$ cat config.mk
export PLATFORM = sky130hd
export DESIGN_NAME = bus_sequencer_flat
export DESIGN_NICKNAME = d
export VERILOG_FILES = /design/src/rtl/bus_sequencer_if.sv /design/src/rtl/bus_sequencer.sv /design/src/flat_wrapper.sv
export SDC_FILE = /design/constraint.sdc
export NUM_CORES = 1
export LEC_CHECK = 0
export CAP_MARGIN = 20
export CORE_ASPECT_RATIO = 1.75
export CORE_MARGIN = 5
export CORE_UTILIZATION = 55
export CTS_BUF_LIST = sky130_fd_sc_hd__clkbuf_4 sky130_fd_sc_hd__clkbuf_8
export DETAILED_ROUTE_END_ITERATION = 8
export DONT_BUFFER_PORTS = 1
export MAX_ROUTING_LAYER = met4
export PLACE_DENSITY = 0.75
export SYNTH_ARGS = -nofsm -noshare
export SYNTH_HDL_FRONTEND = slang
export SYNTH_SLANG_ARGS = --single-unit
$ cat constraint.sdc
create_clock -name i_clk -period 2.6 [get_ports i_clk]
set_input_delay 0.52 -clock i_clk [delete_from_list [all_inputs] [get_ports i_clk]]
set_output_delay 0.52 -clock i_clk [all_outputs]
set_load 0.02 [all_outputs]
$ cat src/rtl/bus_sequencer_if.sv
// rtl/bus_sequencer_if.sv - requester handshakes and register-bus control for bus_sequencer
interface bus_sequencer_if #(
   parameter int SEL_W = 4
) ();
   logic                    req0_valid;
   logic [SEL_W-1:0]        req0_src;
   logic [SEL_W-1:0]        req0_dst;
   logic                    req0_ready;
   logic                    req1_valid;
   logic [SEL_W-1:0]        req1_src;
   logic [SEL_W-1:0]        req1_dst;
   logic                    req1_ready;
   logic [SEL_W-1:0]        bus_sel;
   logic [(1<<SEL_W)-1:0]   load_en;
   logic                    done;
   logic                    done_id;
   logic                    err;

   modport master (
      output req0_valid, req0_src, req0_dst, req1_valid, req1_src, req1_dst,
      input  req0_ready, req1_ready, bus_sel, load_en, done, done_id, err
   );

   modport slave (
      input  req0_valid, req0_src, req0_dst, req1_valid, req1_src, req1_dst,
      output req0_ready, req1_ready, bus_sel, load_en, done, done_id, err
   );
endinterface

$ cat src/rtl/bus_sequencer.sv
// rtl/bus_sequencer.sv - two-requester register transfer sequencer
// Arbitrates, drives the bus select, waits SETTLE_CYC cycles, then strobes one destination load.
module bus_sequencer #(
   parameter int SEL_W      = 4,
   parameter int SETTLE_CYC = 1
) (
   input  logic            i_clk,
   input  logic            i_rst,
   bus_sequencer_if.slave  io_bus
);
   localparam int NDST = 1 << SEL_W;

   typedef enum logic [1:0] {IDLE, SETTLE, LOAD, REJECT} state_t;

   state_t              r_state;
   state_t              w_next;
   logic [3:0]          r_cnt;
   logic                r_prio1;
   logic [SEL_W-1:0]    r_bus_sel;
   logic [SEL_W-1:0]    r_dst;
   logic                r_id;
   logic [NDST-1:0]     r_load_en;
   logic                r_done;
   logic                r_err;
   logic                r_done_id;

   logic                w_idle;
   logic                w_gnt0;
   logic                w_gnt1;
   logic                w_acc;
   logic                w_legal;
   logic [SEL_W-1:0]    w_src;
   logic [SEL_W-1:0]    w_dst;

   function automatic logic f_legal(input logic [SEL_W-1:0] c);
      int unsigned v;
      v = 32'(c);
      return (v < 8) || (v == 9) || (v == 10);
   endfunction

   // r_prio1 set means req0 won the last handshake, so req1 wins a tie
   assign w_idle  = (r_state == IDLE) && !i_rst;
   assign w_gnt0  = w_idle && io_bus.req0_valid && (!io_bus.req1_valid || !r_prio1);
   assign w_gnt1  = w_idle && io_bus.req1_valid && (!io_bus.req0_valid || r_prio1);
   assign w_acc   = w_gnt0 || w_gnt1;
   assign w_src   = w_gnt1 ? io_bus.req1_src : io_bus.req0_src;
   assign w_dst   = w_gnt1 ? io_bus.req1_dst : io_bus.req0_dst;
   assign w_legal = f_legal(w_src) && f_legal(w_dst);

   always_ff @(posedge i_clk) begin
      if (i_rst) begin
         r_state <= IDLE;
      end else begin
         r_state <= w_next;
      end
   end

   always_comb begin
      w_next = r_state;
      case (r_state)
         IDLE:    if (w_acc) w_next = w_legal ? SETTLE : REJECT;
         SETTLE:  if (r_cnt == 4'd0) w_next = LOAD;
         LOAD:    w_next = IDLE;
         REJECT:  w_next = IDLE;
         default: w_next = IDLE;
      endcase
   end

   always_ff @(posedge i_clk) begin
      if (i_rst) begin
         r_cnt     <= 4'd0;
         r_prio1   <= 1'b0;
         r_bus_sel <= '0;
         r_dst     <= '0;
         r_id      <= 1'b0;
         r_load_en <= '0;
         r_done    <= 1'b0;
         r_err     <= 1'b0;
         r_done_id <= 1'b0;
      end else begin
         r_load_en <= '0;
         r_done    <= 1'b0;
         r_err     <= 1'b0;
         if (w_acc) begin
            r_prio1 <= w_gnt0;
            r_id    <= w_gnt1;
            r_dst   <= w_dst;
            r_cnt   <= 4'(SETTLE_CYC - 1);
            if (w_legal) begin
               r_bus_sel <= w_src;
            end else begin
               r_err     <= 1'b1;
               r_done_id <= w_gnt1;
            end
         end else if (r_state == SETTLE) begin
            if (r_cnt == 4'd0) begin
               r_load_en <= NDST'(1) << r_dst;
               r_done    <= 1'b1;
               r_done_id <= r_id;
            end else begin
               r_cnt <= r_cnt - 4'd1;
            end
         end
      end
   end

   assign io_bus.req0_ready = w_gnt0;
   assign io_bus.req1_ready = w_gnt1;
   assign io_bus.bus_sel    = r_bus_sel;
   assign io_bus.load_en    = r_load_en;
   assign io_bus.done       = r_done;
   assign io_bus.done_id    = r_done_id;
   assign io_bus.err        = r_err;
endmodule

$ cat src/flat_wrapper.sv
// flat-port wrapper written by rule: the top's interface ports become plain ports
module bus_sequencer_flat 
#(
   parameter int SEL_W      = 4,
   parameter int SETTLE_CYC = 1
)
  (i_clk, i_rst, io_bus_req0_valid, io_bus_req0_src, io_bus_req0_dst, io_bus_req1_valid, io_bus_req1_src, io_bus_req1_dst, io_bus_req0_ready, io_bus_req1_ready, io_bus_bus_sel, io_bus_load_en, io_bus_done, io_bus_done_id, io_bus_err);
  bus_sequencer_if #(.SEL_W(SEL_W)) io_bus_i ();
  input  logic i_clk;
  input  logic i_rst;
  input wire logic [$bits(io_bus_i.req0_valid)-1:0] io_bus_req0_valid;
  input wire logic [$bits(io_bus_i.req0_src)-1:0] io_bus_req0_src;
  input wire logic [$bits(io_bus_i.req0_dst)-1:0] io_bus_req0_dst;
  input wire logic [$bits(io_bus_i.req1_valid)-1:0] io_bus_req1_valid;
  input wire logic [$bits(io_bus_i.req1_src)-1:0] io_bus_req1_src;
  input wire logic [$bits(io_bus_i.req1_dst)-1:0] io_bus_req1_dst;
  output wire logic [$bits(io_bus_i.req0_ready)-1:0] io_bus_req0_ready;
  output wire logic [$bits(io_bus_i.req1_ready)-1:0] io_bus_req1_ready;
  output wire logic [$bits(io_bus_i.bus_sel)-1:0] io_bus_bus_sel;
  output wire logic [$bits(io_bus_i.load_en)-1:0] io_bus_load_en;
  output wire logic [$bits(io_bus_i.done)-1:0] io_bus_done;
  output wire logic [$bits(io_bus_i.done_id)-1:0] io_bus_done_id;
  output wire logic [$bits(io_bus_i.err)-1:0] io_bus_err;
  assign io_bus_i.req0_valid = io_bus_req0_valid;
  assign io_bus_i.req0_src = io_bus_req0_src;
  assign io_bus_i.req0_dst = io_bus_req0_dst;
  assign io_bus_i.req1_valid = io_bus_req1_valid;
  assign io_bus_i.req1_src = io_bus_req1_src;
  assign io_bus_i.req1_dst = io_bus_req1_dst;
  assign io_bus_req0_ready = io_bus_i.req0_ready;
  assign io_bus_req1_ready = io_bus_i.req1_ready;
  assign io_bus_bus_sel = io_bus_i.bus_sel;
  assign io_bus_load_en = io_bus_i.load_en;
  assign io_bus_done = io_bus_i.done;
  assign io_bus_done_id = io_bus_i.done_id;
  assign io_bus_err = io_bus_i.err;
  bus_sequencer #(.SEL_W(SEL_W), .SETTLE_CYC(SETTLE_CYC)) u_core (.i_clk(i_clk), .i_rst(i_rst), .io_bus(io_bus_i));
endmodule
==> summary.md <==
| Metric | Value |
|---|---|
| Clock skew | 0.00952 ns |
| Nets | 169 |
| Final Hold Violating Endpoints | 0 |
| Clk sink count | 35 |
| Max_slew headroom | 58.7% |
| Number of buffers added on ports | 0 |
| Hold path depth | 1 |
| Largest cells by area after synthesis | dfxtp_1 (51%), mux2i_1 (5.8%), nor2_1 (4.9%) |
| Post-Syn Area per Cell | 9.69 um^2 |
| Slew of the pin with the lowest slew margin | 0.614 ns |
| Htree depth | 2 |
| Status | finished clean |
| Initial DRC count | 44 |
| Net Count, Synth | 164 |
| Clk buf depth | 2 |
| Final min period | 2.30 ns |
| Initial antenna violation count | 0 |
| Crit-path leading delay family | simple AND/OR/NAND/NOR gates |
| Hold WS | 0.298 ns |
| Via count | 1,009 |
| Layout area overhead | 7.94% |
| Die Area | 3660 um^2 |
| Power Dens Cells | 762 nW/um^2 |
| Synth warn | 0 |
| Reg-to-reg endpoint | u_core.io_bus.load_en[8]$_SDFF_PP0_ |
| Number of unique standard cell types used by synthesis | 31 |
| Post-synth ARST share | 0% |
| Tot GR Track Use | 17.4% |
| Setup Buffers After CTS | 0 |
| Worst EP arrival | 1.78 ns |
| Final setup fails | 0 |
| Die Ht | 76.4 um |
| Setup repair after global routing missed its margin | no |
| Seq/Total Area, Yosys | 50.5% |
| Top_reg_cell synth | dfxtp_1 |
| DPL Wire Length | 2220 um |
| Critical Path Slowest Stage Cell | dfxtp_1 |
| WS Path Type | reg2out |
| GPL Wtd Cong | 0.788 |
| Share of cells above drive strength 1 | 11.4% |
| Tcrit/Tclk final | 88.3% |
| Inserted Diodes | 0 |
| Req. time, crit path | 2.08 ns |
| Critical path capture point type | output pin |
| DR DRC count | 0 |
| Detailed Routing Iterations Pass 1 | 4 |
| Global route hottest layer | met2 |
| GRT met1 Usage | 18.0% |
| CTS tree | built |
| Element type at the critical path start | register |
| P_leak | 0.585 nW |
| Worst-path clk slew | 0.07 ns |
| CP peak stage delay | 0.37 ns |
| Post-synth EDFFs | 0 |
| Max FO, Critical Path | 9 |
| Final WL | 2780 um |
| Worst-path cell chain | nor3_4 -> o21ai_1 -> nand2b_1 -> inv_1 |
| Max-cap violations | 0 |
| Synth Instances | 143 |
| FP Rows | 24 |
| Syn Std Cell Area | 1390 um^2 |
| Largest net degree at the start of global routing | 13 |
| Vias in the first global route | 1,008 |
| Final Power | 0.00114 W |
| Die Span X | 48.0 um |
| Reg2Reg Launch Point | u_core.r_cnt[0]$_SDFFE_PP0P_ |
| Worst hold path type | in2reg |
| Antenna-violating nets left | 0 |
| Top cell type's share of synthesized area | 50.5% |
| Worst R2R Setup Slack | 0.65 ns |
| Hold EP | u_core.io_bus.bus_sel[1]$_SDFFE_PP0P_ |
| Total global routing overflow | 0 |
| Vias per cell | 5.77 |
| Hold bufs inserted after CTS | 0 |
| Wire length per cell | 15.9 um |
| Clk root buf | clkbuf_8 |
| WP buf/inv | 1 |
| Area leader, netlist | dfxtp_1 |
| CORE AREA | 2460 um^2 |
| Beginning of the worst hold path | i_rst |
| Clk_lat worst skew | 0.29 ns |
| F_max | 0.436 GHz |
| Met3 usage | 6.86% |
| Met2 GRT Util | 28.0% |
| Max-slew violations | 0 |
| Setup TNS | 0 ns |
| # IOs | 45 |
| Initial core utilization | 56.3% |
| CTS resizes | 0 |
| #FFs+latches synth | 35 |
| VDD IR-drop max | 0.355 mV |
| Cts bufs inserted | 5 |
| Worst R2R Path Depth | 6 |
| Global-route wire length before repair | 4510 um |
-- final cells by class --
class / count / area [um^2]
inverter: 12 / 45.0
clock inverter: 3 / 20.0
multi-input combinational: 94 / 629
sequential: 35 / 701
clock buffer: 5 / 68.8
fill: 219 / 966
tap: 26 / 32.5
-- Yosys cell counts, types with 2 or more instances --
cell,n
nor2_1,18
o21ai_0,11
inv_1,11
nor2b_1,3
dfxtp_1,35
nor3_1,4
a31o_2,2
nand2b_1,5
mux2i_1,8
a21oi_1,4
o211a_1,4
nand2_1,5
a211oi_1,5
nand3_1,4
or3_4,3
xnor2_1,6
-- per-stage QoR --
stage                     worst slack (ns)  instance area (um^2)  std cells  util [%]
final                                0.304                  1500        175      60.8
after CTS                            0.322                  1500        175      60.8
after global routing                 0.219                  1500        175      60.8
after floorplan                      0.746                  1390        143         -
after global placement               0.608                  1410        167      57.2
after detailed placement             0.575                  1410        167      57.2
-- placed cells by master (no fill, tap or decap), types with 2 or more instances in the layout --
cell	netlist	final
or3_4	3	3
a31o_2	2	2
dfxtp_1	35	35
mux2i_1	8	8
o21ai_0	11	11
nand3_1	4	4
xnor2_1	6	6
a211oi_1	5	5
nand2b_1	5	5
nand2_1	5	5
nor3_1	4	4
inv_1	11	11
o211a_1	4	4
clkinvlp_4	0	2
a21oi_1	4	4
nor2b_1	3	3
nor2_1	18	18
clkbuf_8	0	5
-- how the worst max path moves through the flow --
| stage | startpoint | end | slack [ns] | cells past startpoint |
|---|---|---|---|---|
| after global placement | i_rst | io_bus_req0_ready | 0.61 | 4 |
| after global routing | u_core.r_state[0]$_SDFFE_PP0P_ | io_bus_req0_ready | 0.22 | 4 |
| after detailed placement | i_rst | io_bus_req0_ready | 0.57 | 4 |
| final | u_core.r_state[0]$_SDFFE_PP0P_ | io_bus_req0_ready | 0.30 | 4 |
| after floorplan | i_rst | io_bus_req0_ready | 0.75 | 5 |
| after CTS | u_core.r_state[0]$_SDFFE_PP0P_ | io_bus_req0_ready | 0.32 | 4 |
-- flip-flops by register name, indices dropped and copies added, names as in the netlist --
signal	flops
u_core.io_bus.done	1
u_core.io_bus.done_id	1
u_core.r_id	1
u_core.r_cnt	4
u_core.r_dst	4
u_core.io_bus.bus_sel	4
u_core.r_state	2
u_core.r_prio1	1
u_core.io_bus.load_en	16
u_core.io_bus.err	1
-- report_power, final --
group / total, W / switching (W) / internal [W]
clock network: 0.000380 / 0.000194 / 0.000186
logic: 0.000136 / 0.0000757 / 0.0000599
registers: 0.000625 / 0.0000528 / 0.000572
total: 0.00114 / 0.000322 / 0.000818
-- kinds of logic (layout without fill, tap and decap cells) --
logic type	after synthesis	after routing	share of synthesized area [%]
flops	35	35	50.5
simple gates	48	48	20.0
buf+inv	14	20	4.06
xor+xnor	7	7	4.42
fa+ha+maj	1	1	0.902
mux	8	8	5.78
compound gates	30	30	14.3
-- per-layer routing --
layer  share of wire, %  vias up  wire (um)
met2                 53       50       1460
met4                2.0        0         55
met1                 35      456        975
li1                   -      497          -
met3                 10        6        280
met5                  0        -          0
-- worst reg2reg max path: stages (launching register included) --
cell and delay, ns:
dfxtp_1 0.34, inv_1 0.06, ha_1 0.16, or3b_4 0.40, or3_4 0.39, or3_4 0.36
nor3_1 0.15
No activity file was read; power rests on OpenSTA's default activity.
